### src/rtl/seg_display_arbiter.sv
// seg_display_arbiter: round-robin time-sharing of one seven-segment display with minimum dwell per owner
// Ports: clk, reset (sync, active-high); req per source; encoded_in/digit_point_in per source digits;
// grant (one-hot owner or zero), owner_idx; encoded/digit_point registered to the seven_segment driver.
// Optional macro SEG_ARB_INDICATOR_EN: leftmost digit shows owner_idx with its point lit while granted.
module seg_display_arbiter #(
  parameter int NUM_REQ = 4,
  parameter int NUM_SEGMENTS = 8,
  parameter int CLK_PER = 10,
  parameter int DWELL_US = 1000000
) (
  input  logic                                        clk,
  input  logic                                        reset,
  input  logic [NUM_REQ-1:0]                          req,
  input  logic [NUM_REQ-1:0][NUM_SEGMENTS*4-1:0]      encoded_in,
  input  logic [NUM_REQ-1:0][NUM_SEGMENTS-1:0]        digit_point_in,
  output logic [NUM_REQ-1:0]                          grant,
  output logic [$clog2(NUM_REQ)-1:0]                  owner_idx,
  output logic [NUM_SEGMENTS*4-1:0]                   encoded,
  output logic [NUM_SEGMENTS-1:0]                     digit_point
);
  localparam int OW = $clog2(NUM_REQ);
  localparam int DWELL_RAW = DWELL_US * 1000 / CLK_PER;
  localparam int DWELL_CYCLES = DWELL_RAW < 2 ? 2 : DWELL_RAW;
  localparam int CW = $clog2(DWELL_CYCLES);
  // the move to OPEN happens on the edge the counter reaches DWELL_CYCLES-1
  localparam logic [CW-1:0] CNT_LAST = CW'(DWELL_CYCLES - 2);
  localparam logic [NUM_REQ-1:0] ONE = NUM_REQ'(1);
  localparam logic [1:0] IDLE = 2'd0;
  localparam logic [1:0] HOLD = 2'd1;
  localparam logic [1:0] OPEN = 2'd2;
  logic [1:0] state;
  logic [OW-1:0] last, win_idx;
  logic [CW-1:0] cnt;
  logic [NUM_REQ-1:0] avail;
  logic win_any, rel, take;
  logic [NUM_SEGMENTS*4-1:0] disp;
  logic [NUM_SEGMENTS-1:0] dpv;
  // the current owner never competes, so the same search serves IDLE, OPEN and release
  assign avail = req & ~grant;
  // scan backwards so the closest position after last is the one that sticks
  always_comb begin
    win_any = 1'b0;
    win_idx = '0;
    for (int k = NUM_REQ; k >= 1; k--) begin
      if (avail[OW'((int'(last) + k) % NUM_REQ)]) begin
        win_any = 1'b1;
        win_idx = OW'((int'(last) + k) % NUM_REQ);
      end
    end
  end
  assign rel = state != IDLE && !req[owner_idx];
  assign take = win_any && (state != HOLD || rel);
  always_comb begin
`ifdef SEG_ARB_INDICATOR_EN
    disp = {4'(owner_idx), encoded_in[owner_idx][NUM_SEGMENTS*4-5:0]};
    dpv = {1'b0, digit_point_in[owner_idx][NUM_SEGMENTS-2:0]};
`else
    disp = encoded_in[owner_idx];
    dpv = digit_point_in[owner_idx];
`endif
  end
  always_ff @(posedge clk) begin
    if (reset) begin
      state <= IDLE;
      grant <= '0;
      owner_idx <= '0;
      last <= OW'(NUM_REQ - 1);
      cnt <= '0;
      encoded <= '0;
      digit_point <= '1;
    end else begin
      encoded <= |grant ? disp : '0;
      digit_point <= |grant ? dpv : '1;
      if (take) begin
        state <= HOLD;
        grant <= ONE << win_idx;
        owner_idx <= win_idx;
        last <= win_idx;
        cnt <= '0;
      end else if (rel) begin
        state <= IDLE;
        grant <= '0;
        owner_idx <= '0;
        cnt <= '0;
      end else if (state == HOLD) begin
        cnt <= cnt + 1'b1;
        if (cnt == CNT_LAST) state <= OPEN;
      end
    end
  end
endmodule

### config.mk
export PLATFORM = sky130hd
export DESIGN_NAME = seg_display_arbiter
export DESIGN_NICKNAME = d
export VERILOG_FILES = /design/src/rtl/seg_display_arbiter.sv
export SDC_FILE = /design/constraint.sdc
export NUM_CORES = 1
export LEC_CHECK = 0
export BUFFER_PORTS_ARGS = -buffer_cell sky130_fd_sc_hd__buf_4
export CELL_PAD_IN_SITES_DETAIL_PLACEMENT = 0
export CELL_PAD_IN_SITES_GLOBAL_PLACEMENT = 2
export CORE_ASPECT_RATIO = 0.75
export CORE_MARGIN = 2
export CORE_UTILIZATION = 26
export CTS_CLUSTER_DIAMETER = 100
export DETAILED_ROUTE_END_ITERATION = 10
export GPL_ROUTABILITY_DRIVEN = 0
export PLACE_DENSITY = 0.86
export SETUP_SLACK_MARGIN = 0.05
export SYNTH_ARGS = -nofsm -noshare
export SYNTH_HDL_FRONTEND = slang
export SYNTH_SLANG_ARGS = --single-unit
### constraint.sdc
create_clock -name clk -period 2.45 [get_ports clk]
set_input_delay 0 -clock clk [delete_from_list [all_inputs] [get_ports clk]]
set_output_delay 0 -clock clk [all_outputs]
set_load 0.05 [all_outputs]
# [Word level (Yosys, flattened, before mapping)]
# Index checks and enable logic that the tools add are counted.
# Widths: inputs -> output; s select.
[word_totals] register_bits=77 latchBits=0 mem_bits_rw=0 mem_bits_ro=0 in_bits=166 out_inout_bits=46 word_cells=72 mem_count=0
[classes] addsub=5 n_mul=0 div=0 order_cmp=5 eq_ne=3 n_shift=1 muxes=34 bitwise=3 reduce_logical=13
[op_table] operator="$bmux 32 s2" count=1
[op_table] operator="$mux 32" count=1
[op_table] operator="$add 27x1->27 const B" count=1
[op_table] operator="$eq 27x27->1 const B" count=1
[op_table] operator="$mux 1" count=17
[op_table] operator="$bmux 8 s2" count=1
[op_table] operator="$lt 2x4->1 const B" count=4
[op_table] operator="$mux 2" count=6
[op_table] operator="$bmux 1 s2" count=5
[op_table] operator="$mux 4" count=2
[op_table] operator="$mux 8" count=1
[op_table] operator="$reduce_bool 3->1" count=2
[op_table] operator="$add 2x1->2 const B" count=2
[op_table] operator="$add 2x2->2 const B" count=2
[op_table] operator="$and 4x4->4" count=1
[op_table] operator="$not 4->4" count=1
[op_table] operator="$reduce_and 2->1" count=2
[op_table] operator="$reduce_bool 2->1" count=2
[op_table] operator="$reduce_or 4->1" count=1
[op_table] operator="$shl 1x2->4 const A" count=1
[op_table] operator="$lt 2x3->1 const B" count=1
[op_table] operator="$reduce_or 3->1" count=1
[op_table] operator="$eq 2x1->1 const B" count=1
[op_table] operator="$logic_and 1x1->1" count=2
[op_table] operator="5 further kinds" count=5

# [Depth between registers and ports, before layout]
[depth] ltp_word=12 ltp_mapped=6

# [Worst setup path after synthesis]
# OpenSTA, ideal clock, no wires.
[synth_path] path_kind="flip-flop to flip-flop" startpoint="reg owner_idx[0]" endpoint="reg state[1]" setup_time_ns=0.135 arrival_time_ns=2.079 required_time_ns=2.315 slack_ns=0.235 stages_incl_launch_ff=7 path_buffers=2 period_less_slack_ns=2.215 cell_sequence="dfxtp_1 clkbuf_1 mux4_2 nand2_1 o21a_2 buf_2 nor3b_1"
[synth_between] elab_chain_cells=7
[synth_lines] element="from (decl)" line_no="17" source="output logic [$clog2(NUM_REQ)-1:0] owner_idx,"
[synth_lines] element="from (signal assigned)" line_no="77" source="owner_idx <= win_idx;"
[synth_lines] element="$bmux 1 s2 (*)" line_no="51" source="assign rel = state != IDLE && !req[owner_idx];"
[synth_lines] element="$mux 1 (not written as such) (*)" line_no="51"
[synth_lines] element="$logic_not 1->1 (*)" line_no="51"
[synth_lines] element="$logic_and 1x1->1 (*)" line_no="51"
[synth_lines] element="$logic_or 1x1->1" line_no="52" source="assign take = win_any && (state != HOLD || rel);"
[synth_lines] element="$logic_and 1x1->1" line_no="52"
[synth_lines] element="$reduce_or 3->1 (no line) (*)"
[synth_lines] element="to (signal assigned)" line_no="64" source="state <= IDLE;"
[synth_lines] element="to (signal assigned)" line_no="75" source="state <= HOLD;"
[synth_lines] element="to (signal assigned)" line_no="81" source="state <= IDLE;"
[synth_lines] element="to (decl)" line_no="31" source="logic [1:0] state;"
# Mark *: on every way between the ends. The rest lies on a longest branch, timed or not. The select of a mux whose other input is x is not followed.
# A chain may end at the register's enable or synchronous reset.

# [Worst setup path in the final report]
[layout_path] startpoint="reg owner_idx[0]" endpoint="reg cnt[13]"
[layout_between] elab_chain_cells=7
[layout_lines] element="$bmux 1 s2 (*)" line_no="51"
[layout_lines] element="$mux 1 (not written as such) (*)" line_no="51"
[layout_lines] element="$logic_not 1->1 (*)" line_no="51"
[layout_lines] element="$logic_and 1x1->1 (*)" line_no="51"
[layout_lines] element="$logic_or 1x1->1" line_no="52"
[layout_lines] element="$logic_and 1x1->1" line_no="52"
[layout_lines] element="$reduce_or 3->1 (no line) (*)"
[layout_lines] element="to (signal assigned)" line_no="86" source="cnt <= cnt + 1'b1;"
[layout_lines] element="to (decl)" line_no="33" source="logic [CW-1:0] cnt;"
# Marked as above.

==> impl_results.md <==
- Total vias in the final route: 3799
- Switching part of the total power: 0.351
- Data arrival time at the worst-slack endpoint: 2.30 ns
- Starting density of the core: 0.264
- Total global routing overflow: 0
- Vias in the first global route: 4018
- I/O pin total: 212
- Antenna Nets Post-Route: 0
- Clk buf depth: 2
- DRC violation total after the first TritonRoute iteration: 225
- Shortest clock period the worst path allows after layout: 2.09 ns
- Diodes inserted: 0
- Cells after synthesis: 358
- Clock root buffer: sky130_fd_sc_hd__clkbuf_16
- Part of the total power dissipated in sequential elements: 0.301
- Count of hold-fix buffers inserted at cts: 0
- Count of instances resized after the clock tree is built: 0
- Layout cell share with drive strength beyond 1: 0.535
- Combinational Power Share: 0.404
- Filler Cells Inserted: 1452
- Port Buf Inserts: 211
- Floorplan Core Area: 15200 um2
- Nets: 731
- TritonCTS clock tree: done
- Largest fanout on the critical path: 27
- Slew margin rel.: 0.474
- Max Fclk: 0.478 GHz
- Worst-path clk slew: 0.06 ns
- Final non-filler cell total: 773
- Overall power after layout: 5.07 mW
- Layout Area Growth over Synthesis: 53.4%
- Number of rows in the core area: 39
- Fraction of power consumed by the clock network: 0.296
- Post-route cell area: 6160 um2
- Count of synthesis-stage warnings from yosys: 0
- Setup TNS: 0 ns
- Leading area contributor after synthesis: sky130_fd_sc_hd__dfxtp_1
- Cell internal pwr: 3.29 mW
- Inst Count DP: 757
- Max-capacitance violation count: 0
- Main flop type after synthesis: sky130_fd_sc_hd__dfxtp_1
- Actual transition at the worst max-transition pin: 0.789 ns
- Synthesized Nets: 526
- Die height: 112 um
- Final standard cell utilization of the core: 0.406
- Portion of the post-synthesis area used by sequential elements: 0.384
- Final hold viol count: 0
- Clock Skews: 0.00842 ns
- Initial antenna violation count: 0
- Worst IR Drop VDD: 0.444 mV
- Area of the die: 16500 um2
- Unique masters post-synth: 51
- DRC violation count after routing: 0
- Pins over their slew limit: 0
- Share of flip-flops with an asynchronous set or reset after synthesis: 0
- Half-perimeter wire length after placement: 10.5 mm
- Number of failing setup endpoints in the final timing report: 0
- Post-placement cell area: 5820 um2
- Endpoint class of the critical path: flip-flop
- Horiz. Die Dim: 147 um
- Setup crit start kind: flip-flop
- Maximum number of pins on one net before global-route repair: 43
- Switching pwr: 1.78 mW
- Hold/Removal Path Class: input pin to flip-flop
- Req. time, crit path: 2.66 ns
- Clk sink count: 77
- Status: finished, final reports clean
- Number of flip-flops and latches in the synthesized netlist: 77
- Period utilisation layout: 0.854
- Leakage dissipation: 2.41 nW
- Via/cell ratio: 4.91
- Wire length of the first global-routing pass: 21.4 mm
- Clock network latency to the later pin of the worst-skew pair: 0.34 ns
- Critical path start-end classification: flip-flop to flip-flop
- Proportion of netlist area held by the largest area contributor: 0.384
- Overall global routing resource usage: 0.167
- RSZ-0062 raised after global routing: false
- Clock buffers created by TritonCTS: 9
- Syn Std Cell Area: 4010 um2
- Total wire length after detailed routing: 13.5 mm
- Post-CTS setup-driven buffer insertion count: 0
- Clock H-tree levels: 3
- Number of iterations in the first detailed-routing pass: 4
- Cell types with the largest area share after synthesis: sky130_fd_sc_hd__dfxtp_1 38%, sky130_fd_sc_hd__mux4_2 23%, sky130_fd_sc_hd__nor2b_1 5.8%
- Number of flops mapped to enable cells by yosys: 0
- Routed length per instance: 17.5 um
- Power per cell area: 824 nW/um2
- Mean instance size in the synthesized netlist: 11.2 um2
## cell families (layout without fill, tap and decap cells)
kind of cell	count (synthesis)	in the layout	share of synthesized area
AOI/OAI and AO/OA	53	53	0.105
xor gates and xnor gates	10	10	0.0218
adders and majority gates	2	2	0.00624
buffers and inverters	34	244	0.0346
DFF	77	77	0.384
muxes	41	41	0.230
and+or+nand+nor	141	141	0.218
## final timing paths
check / end / startpoint / cells past startpoint / slack [ns]
setup / recovery: cnt[13] / owner_idx[0] / 5 / 0.36
hold / removal: digit_point[4] / digit_point_in[20] / 3 / 0.05
setup reg to reg: cnt[13] / owner_idx[0] / 5 / 0.36
hold reg to reg: cnt[23] / cnt[23] / 2 / 0.50
## critical path, stage by stage (launching register included)
cell and delay [ns]:
sky130_fd_sc_hd__dfxtp_4 0.34, sky130_fd_sc_hd__mux4_2 0.54, sky130_fd_sc_hd__nand2_1 0.16, sky130_fd_sc_hd__o21a_2 0.56, sky130_fd_sc_hd__buf_4 0.29, sky130_fd_sc_hd__nor3_1 0.07
## per-layer routing
metal / part of all wire / GRT usage / wire, um
met4: 0.013 / 0.0417 / 180
met2: 0.51 / 0.288 / 6870
met5: 0 / 0 / 0
met1: 0.41 / 0.200 / 5560
met3: 0.066 / 0.0570 / 887
## state kept, by name (all words and copies together) (netlist names)
name,cells
encoded,32
cnt,27
digit_point,8
grant,4
last,2
owner_idx,2
state,2
## cells in the mapped netlist, types with 5 or more instances
library cell and number:
sky130_fd_sc_hd__nand2_1 17, sky130_fd_sc_hd__xor2_1 7, sky130_fd_sc_hd__o21ai_0 12, sky130_fd_sc_hd__nor2b_1 37, sky130_fd_sc_hd__buf_2 9, sky130_fd_sc_hd__clkbuf_1 16, sky130_fd_sc_hd__nand3_1 10, sky130_fd_sc_hd__nand4_1 10
sky130_fd_sc_hd__inv_1 8, sky130_fd_sc_hd__dfxtp_1 77, sky130_fd_sc_hd__a211oi_2 6, sky130_fd_sc_hd__nor3_1 12, sky130_fd_sc_hd__mux4_2 41, sky130_fd_sc_hd__nor2_1 5, sky130_fd_sc_hd__o32ai_1 5, sky130_fd_sc_hd__or2_2 10
sky130_fd_sc_hd__or3_1 12, sky130_fd_sc_hd__a211oi_1 8
## through the flow
stage                     worst slack, ns  hold WS [ns]
after CTS                           0.340        0.0332
after detailed placement            0.348         0.401
after global routing                0.244        0.0427
final                               0.358        0.0538
after global placement              0.383         0.399
after floorplan                     0.235         0.312
## power groups by stage
| stage | logic (mW) | clock network (mW) | registers [mW] |
|---|---|---|---|
| after floorplan | 0.824 | 0 | 2.12 |
| after detailed placement | 2.08 | 0 | 1.55 |
| after CTS | 2.08 | 1.54 | 1.53 |
| after global placement | 2.06 | 0 | 1.55 |
| final | 2.05 | 1.50 | 1.53 |
| after global routing | 2.18 | 1.60 | 1.55 |
## area by class of cell
| cell class | instances | area, um2 | share of cell area |
|---|---|---|---|
| inverters | 9 | 33.8 | 0.00549 |
| flip-flops and latches | 77 | 1550 | 0.251 |
| clock buffers | 13 | 272 | 0.0441 |
| well taps | 205 | 256 | 0.0417 |
| clock inverters | 3 | 65.1 | 0.0106 |
| multi-input cells | 247 | 2340 | 0.380 |
| repair buffers | 219 | 1640 | 0.267 |
## cell usage in the layout (no fill, tap or decap), types with 4 or more instances in the layout
cell type	instances
sky130_fd_sc_hd__nor2b_1	37
sky130_fd_sc_hd__or3_1	12
sky130_fd_sc_hd__buf_4	219
sky130_fd_sc_hd__a211oi_1	8
sky130_fd_sc_hd__xor2_1	7
sky130_fd_sc_hd__nor4_1	4
sky130_fd_sc_hd__nor2_1	5
sky130_fd_sc_hd__mux4_2	41
sky130_fd_sc_hd__a211oi_2	6
sky130_fd_sc_hd__nand2_1	17
sky130_fd_sc_hd__nor3_1	12
sky130_fd_sc_hd__a21oi_1	4
sky130_fd_sc_hd__inv_1	8
sky130_fd_sc_hd__clkbuf_16	10
sky130_fd_sc_hd__o31ai_1	4
sky130_fd_sc_hd__or2_2	10
sky130_fd_sc_hd__o32ai_1	5
sky130_fd_sc_hd__dfxtp_1	75
sky130_fd_sc_hd__o21ai_0	12
sky130_fd_sc_hd__nand3_1	10
sky130_fd_sc_hd__nand4_1	10
No activity file was read; power rests on OpenSTA's default activity.
